===== src/rtl/cmp_seq.sv =====
// cmp_seq: multi-mode branch comparator that resolves one SLICE-bit slice per cycle,
// most-significant slice first, stopping at the first unequal slice.
module cmp_seq #(
    parameter int WIDTH = 32,
    parameter int SLICE = 8
) (
    input  logic             clk,
    input  logic             reset,
    input  logic             start,
    input  logic [2:0]       mode,
    input  logic [WIDTH-1:0] RD1,
    input  logic [WIDTH-1:0] RD2,
    input  logic             flush,
    output logic             busy,
    output logic             done,
    output logic             result,
    output logic             zero,
    output logic             lt
);
    localparam int NSLICE = WIDTH / SLICE;
    localparam int CW = NSLICE > 1 ? $clog2(NSLICE) : 1;
    localparam logic [CW-1:0] LAST = CW'(NSLICE - 1);
    localparam logic [0:0] IDLE = 1'b0;
    localparam logic [0:0] RUN = 1'b1;

    logic [0:0]       state;
    logic [CW-1:0]    cnt;
    logic [WIDTH-1:0] a, b;
    logic [2:0]       md;
    logic [SLICE-1:0] flip, xa, xb;
    logic             diff, nz, nl, r, dec;

    // inverting both MSBs of the top slice maps signed order onto unsigned order
    assign flip = {cnt == LAST && md != 3'd3, {(SLICE-1){1'b0}}};
    assign xa   = a[cnt*SLICE +: SLICE] ^ flip;
    assign xb   = b[cnt*SLICE +: SLICE] ^ flip;
    assign diff = xa != xb;
    assign nz   = !diff;
    assign nl   = xa < xb;
    assign dec  = state == RUN && !flush && (diff || cnt == '0);
    assign r    = md == 3'd0 ? nz :
                  md == 3'd1 ? !nz :
                  md == 3'd4 ? nl | nz :
                  md == 3'd5 ? !(nl | nz) :
                  md == 3'd7 ? !nl : nl;

    always_ff @(posedge clk) begin
        if (!reset) begin
            state  <= IDLE;
            cnt    <= '0;
            a      <= '0;
            b      <= '0;
            md     <= '0;
            busy   <= 1'b0;
            done   <= 1'b0;
            result <= 1'b0;
            zero   <= 1'b0;
            lt     <= 1'b0;
        end else begin
            done <= dec;
            if (state == IDLE) begin
                if (start && !flush) begin
                    state <= RUN;
                    busy  <= 1'b1;
                    cnt   <= LAST;
                    a     <= RD1;
                    b     <= mode[2] ? '0 : RD2;
                    md    <= mode;
                end
            end else if (flush || dec) begin
                state <= IDLE;
                busy  <= 1'b0;
                if (dec) begin
                    result <= r;
                    zero   <= nz;
                    lt     <= nl;
                end
            end else begin
                cnt <= cnt - 1'b1;
            end
        end
    end
endmodule


===== config.mk =====
export PLATFORM = sky130hd
export DESIGN_NAME = cmp_seq
export DESIGN_NICKNAME = d
export VERILOG_FILES = /design/src/rtl/cmp_seq.sv
export SDC_FILE = /design/constraint.sdc
export NUM_CORES = 1
export LEC_CHECK = 0
export ABC_AREA = 0
export CORE_ASPECT_RATIO = 1.5
export CORE_MARGIN = 2
export CORE_UTILIZATION = 54
export DETAILED_ROUTE_END_ITERATION = 8
export PLACE_DENSITY = 0.88
export SYNTH_ARGS = -nofsm -noshare
export SYNTH_HDL_FRONTEND = slang
export SYNTH_SLANG_ARGS = --single-unit

===== constraint.sdc =====
create_clock -name clk -period 8 [get_ports clk]
set_clock_uncertainty 0.2 [all_clocks]
set_input_delay 1.2 -clock clk [delete_from_list [all_inputs] [get_ports clk]]
set_output_delay 1.2 -clock clk [all_outputs]
set_load 0.02 [all_outputs]

---- Word-level counts from Yosys, hierarchy flattened ----
Cells that the tools add are included.
storage, ports and cells
  word-level logic and storage cells ...... 59
  register bits ........................... 75
  bits of input ports ..................... 71
  output and inout bits ................... 5
cells by class
  order comparisons ....................... 1
  add/sub/neg operators ................... 1
  shift operators ......................... 2
  reduce and logical (&&, ||, !) cells .... 17
  bitwise logic cells ..................... 4
  equal/unequal tests ..................... 9
  muxes and demuxes ....................... 15
operators with widths
  kind                 number
  $shiftx 32x6->8      2
  $mux 32              1
  $xor 8x8->8          2
  $mux 1               11
  $eq 3x3->1 const B   3
  $lt 8x8->1           1
  $ne 8x8->1           1
  $mux 2               3
  $reduce_and 2->1     3
  $logic_and 1x1->1    4
  $logic_not 1->1      4
  $eq 3x1->1 const B   1
  $logic_not 3->1      1
  $ne 3x2->1 const B   1
  $reduce_and 3->1     1
  $eq 2x2->1 const B   1
  $logic_not 2->1      1
  $logic_or 1x1->1     2
  $ne 2x1->1 const B   1
  $ne 2x2->1 const B   1
  $reduce_bool 2->1    1
  $sub 2x1->2 const B  1
  $not 1->1            1
  $or 1x1->1           1

---- Depth between registers and ports, before layout ----
  depth after elaboration ................. 11
  gate-level depth with buffers ........... 11
  gate-level depth less buffers ........... 10

---- Worst setup path before layout ----
OpenSTA, ideal clock, no wires.
  path type ............................... reg-to-reg
  start ................................... reg cnt[0]
  end ..................................... reg result
  path slack .............................. 5280 ps
  required time ........................... 7675 ps
  cell stages (with the launch flop) ...... 11
  buffers on the path ..................... 2
  arrival time ............................ 2395 ps
  clock period less this slack ............ 2720 ps
  setup time .............................. 125 ps
  cells stage by stage .................... dfxtp_1 -> buf_6 -> buf_6 -> mux4_2 -> ha_1 -> nor2b_1 -> o211ai_1 -> a21oi_1 -> o32a_1 -> mux2i_1 -> a211oi_2
between the ends
  word-level cells in the longest chain between the ends .. 11
  elaborated cells between the ends (all ways) .. 22
  those cells by class .................... order compare: 1; eq/ne: 2; shift: 2; mux: 5; bitwise: 3; reduce/logical: 9
ends and longest elaborated chain
  element                                                              line  source
  from (decl)                                                          27    logic [CW-1:0] cnt;
  from (signal assigned)                                               79    cnt <= cnt - 1'b1;
  parallel branches: the longest is 11 deep, another holds $lt 8x8->1  -
  to (signal assigned)                                                 74    result <= r;
  to (decl)                                                            16    output logic result,
Parallel ways; which one is timed is not known.
A chain may end at the register's enable or synchronous reset.

---- Final worst setup path ----
  start ................................... reg cnt[1]
  end ..................................... reg cnt[0]
between the ends
  word-level cells in the longest chain between the ends .. 9
  elaborated cells between the ends (all ways) .. 13
  those cells by class .................... eq/ne: 3; shift: 2; bitwise: 2; reduce/logical: 6
ends and longest elaborated chain
  element                                                                  line  source
  parallel branches: the longest is 4 deep, another holds $shiftx 32x6->8  -
  $logic_or 1x1->1 *                                                       40    assign dec = state == RUN && !flush && (diff || cnt == '0);
  $logic_and 1x1->1 *                                                      40
  $logic_or 1x1->1 *                                                       70    end else if (flush || dec) begin
  $ne 2x2->1 (no line) *                                                   -
  $reduce_and 2->1 (no line) *                                             -
Mark *: on every way between the ends.

==> results.txt <==
Result of the run - finished clean
Post-synthesis cell type count - 40
Highest fanout seen on the critical path - 19
Slowest cell on the critical path - sky130_fd_sc_hd__dfxtp_1
Horizontal die dimension - 69.6 um
Grt total ovfl - 0
Number of instances in the synthesized netlist - 391
Number of buffers created by CTS - 9
Share of power burned in registers - 0.459
Gates resized, CTS repair - 0
Data arrival time at the worst-slack endpoint - 3.30 ns
Mean routed wirelength per cell - 15.5 um
Max IR drop VDD - 0.158 mV
Number of hold buffers added after cts - 0
Number of antenna violations at the first check in global routing - 0
Path type of the worst min-delay path - reg2reg
I/O Pins - 76
Post-synthesis instance area - 0.00349 mm^2
Placeable core region - 0.00622 mm^2
Slew HR - 0.217
Post-synthesis net count - 472
Detailed-placement wirelength estimate - 5450 um
Diodes inserted - 0
Root Buffer - sky130_fd_sc_hd__clkbuf_8
Clock insertion delay at the later pin of the skew report - 0.35 ns
Pin count of the biggest net entering global routing - 74
Overall power - 0.869 mW
Vertical extent of the die - 102 um
Internal - 0.653 mW
Top library cells by usage in the layout, fill and taps aside - sky130_fd_sc_hd__nand2_1 (104), sky130_fd_sc_hd__dfxtp_1 (75), sky130_fd_sc_hd__clkdlybuf4s50_1 (75)
Number of rows created at floorplan - 35
Remaining design rule violation count - 0
Remaining antenna violation count - 0
Final number of max-transition violations - 0
Die Outline Area - 0.00713 mm^2
Largest buffer count on any clock path - 2
Min Hold Slack - 0.255 ns
Largest stage delay on the critical path - 0.90 ns
Post-route minimum period - 3.25 ns
H-tree level count - 3
Relative contribution of the clock network to total power - 0.382
Sequential element share of the synthesized area - 0.430
Number of maximum-capacitance constraint violations - 0
Clock transition at path regs - 0.08 ns
Switching Fraction - 0.249
Count of synthesis-stage warnings from yosys - 0
Initial Util - 0.561
Number of iterations in the first detailed-routing pass - 7
Vias in the first global route - 2880
Critical Path Most Common Cell - sky130_fd_sc_hd__ha_1
Comb pwr share - 0.159
Most frequent standard cell in the layout excluding fill and tap cells - sky130_fd_sc_hd__nand2_1
Total global routing track utilization - 0.238
Last weighted congestion value of the routability-driven placer - 0.800
Final routed wirelength across all metal layers - 8170 um
Crit end category - register
Setup slack after layout - 4.75 ns
Post-synth ARST share - 0
Final net count - 530
Global-route wire length before repair - 13200 um
Critical path type - reg2reg
Total number of vias - 2977
Setup Slack @ Placement - 4.48 ns
1st-iter DRT viols - 271
Fmax - 0.308 GHz
Number of endpoints with negative hold slack in the final report - 0
Finish-stage setup viols - 0
Number of buffers added on ports - 75
Routed via count divided by cell count - 5.64
Post CTS Setup Buffer Count - 0
End-of-flow core utilization - 0.708
Leak Pwr - 1.51 nW
Setup repair after global routing missed its margin - no
Pwr Density - 197 mW/mm^2
Dominant register cell in the synthesized netlist - sky130_fd_sc_hd__dfxtp_1
Post-synthesis average cell area - 8.92 um^2
Number of clock sinks - 75
Total Neg Setup Slack - 0 ns
Psw - 0.216 mW
Final period utilization - 0.406
Area added between synthesis and finish - 26.2%
Sort of element at the start of the critical path - register
CTS tree - yes
Tightest Pin Transition - 1.18 ns
Cells along the critical path - ha_1 -> o21ai_0 -> xor2_1 -> ha_1 -> nand4_2 -> or3_4 -> o21ai_4 -> nor2_1 -> a311oi_1
Cell class contributing the biggest share of worst-path delay - flip-flops
Number of synthesized flops with an enable pin - 0
Fraction of layout instances using a drive strength above 1 - 0.0991
Crit path buf inv count - 0
Data required time of the critical path - 8.05 ns
FF+latch count, synth - 75
-- cells in the mapped netlist (2+ instances only) --
cell                       number  area share
sky130_fd_sc_hd__dfxtp_1       75        0.43
sky130_fd_sc_hd__buf_2          9       0.013
sky130_fd_sc_hd__buf_6          2      0.0065
sky130_fd_sc_hd__buf_4          3      0.0065
sky130_fd_sc_hd__ha_1          10       0.036
sky130_fd_sc_hd__nand3b_1      32       0.069
sky130_fd_sc_hd__clkbuf_1      13       0.014
sky130_fd_sc_hd__nand2_1      104        0.11
sky130_fd_sc_hd__nor2b_1        2      0.0036
sky130_fd_sc_hd__inv_1         11       0.012
sky130_fd_sc_hd__mux4_2        16        0.10
sky130_fd_sc_hd__o21ai_0        4      0.0057
sky130_fd_sc_hd__mux2i_1        2      0.0057
sky130_fd_sc_hd__nor2_2         2      0.0036
sky130_fd_sc_hd__a311oi_1       2      0.0050
sky130_fd_sc_hd__a21oi_1       73        0.10
sky130_fd_sc_hd__nor2_1         7      0.0075
sky130_fd_sc_hd__clkbuf_8       2      0.0079
-- sequential cells by signal, summed over array words and instances (netlist names) --
| register | cells |
|---|---|
| a | 32 |
| lt | 1 |
| result | 1 |
| busy | 1 |
| b | 32 |
| md | 3 |
| state | 1 |
| cnt | 2 |
| zero | 1 |
| done | 1 |
-- worst min-delay path, delay by kind of cell (launching register included) --
| family | cells | cell delay (ns) |
|---|---|---|
| flops | 1 | 0.31 |
| compound gates | 1 | 0.05 |
| simple gates | 1 | 0.05 |
-- area by class of cell --
class / instances / area, um^2
sequential: 75 / 1500
clock buffer: 12 / 155
inverter: 12 / 45.0
timing repair buffer: 76 / 758
clock inverter: 4 / 72.6
fill: 475 / 1820
tap: 74 / 92.6
multi-input combinational: 275 / 1780
-- per-stage QoR --
stage	cell area, um^2	cells
after CTS	4400	528
after global placement	4180	512
after global routing	4400	528
after floorplan	3490	391
final	4400	528
after detailed placement	4180	512
-- layer usage --
| metal | part of all wire | global-route usage | vias to the layer above | wire length, um |
|---|---|---|---|---|
| li1 | - | - | 1460 | - |
| met1 | 0.39 | 0.271 | 1396 | 3150 |
| met2 | 0.54 | 0.425 | 101 | 4430 |
| met3 | 0.042 | 0.0335 | 20 | 347 |
| met4 | 0.030 | 0.142 | 0 | 246 |
| met5 | 0 | 0 | - | 0 |
-- kinds of logic (layout without fill, tap and decap cells) --
family	after synthesis	after routing	share of synthesized area
AND/OR/NAND/NOR	157	157	0.219
multiplexers	18	18	0.109
adder cells (fa/ha/maj)	10	10	0.0359
AO/OA/AOI/OAI	88	88	0.140
buffers and inverters	41	104	0.0606
flip-flops	75	75	0.430
XOR/XNOR	2	2	0.00502
-- final timing paths --
check | startpoint | end | slack (ns) | depth (start not counted)
worst max-delay path | cnt[1] | cnt[0] | 4.75 | 9
worst min-delay path | a[31] | a[31] | 0.26 | 2
worst max register to register | cnt[1] | cnt[0] | 4.75 | 9
worst min register to register | a[31] | a[31] | 0.26 | 2
-- power by group through the flow --
| stage | Sequential (mW) | Clock [mW] | Combinational [mW] |
|---|---|---|---|
| 6_report | 0.399 | 0.331 | 0.138 |
| 5_1_grt | 0.401 | 0.344 | 0.151 |
| 4_1_cts | 0.399 | 0.331 | 0.138 |
| 3_5_place_dp | 0.407 | 0 | 0.137 |
| 3_3_place_gp | 0.407 | 0 | 0.133 |
| 2_1_floorplan | 0.404 | 0 | 0.0881 |
No activity file was read; power rests on OpenSTA's default activity.
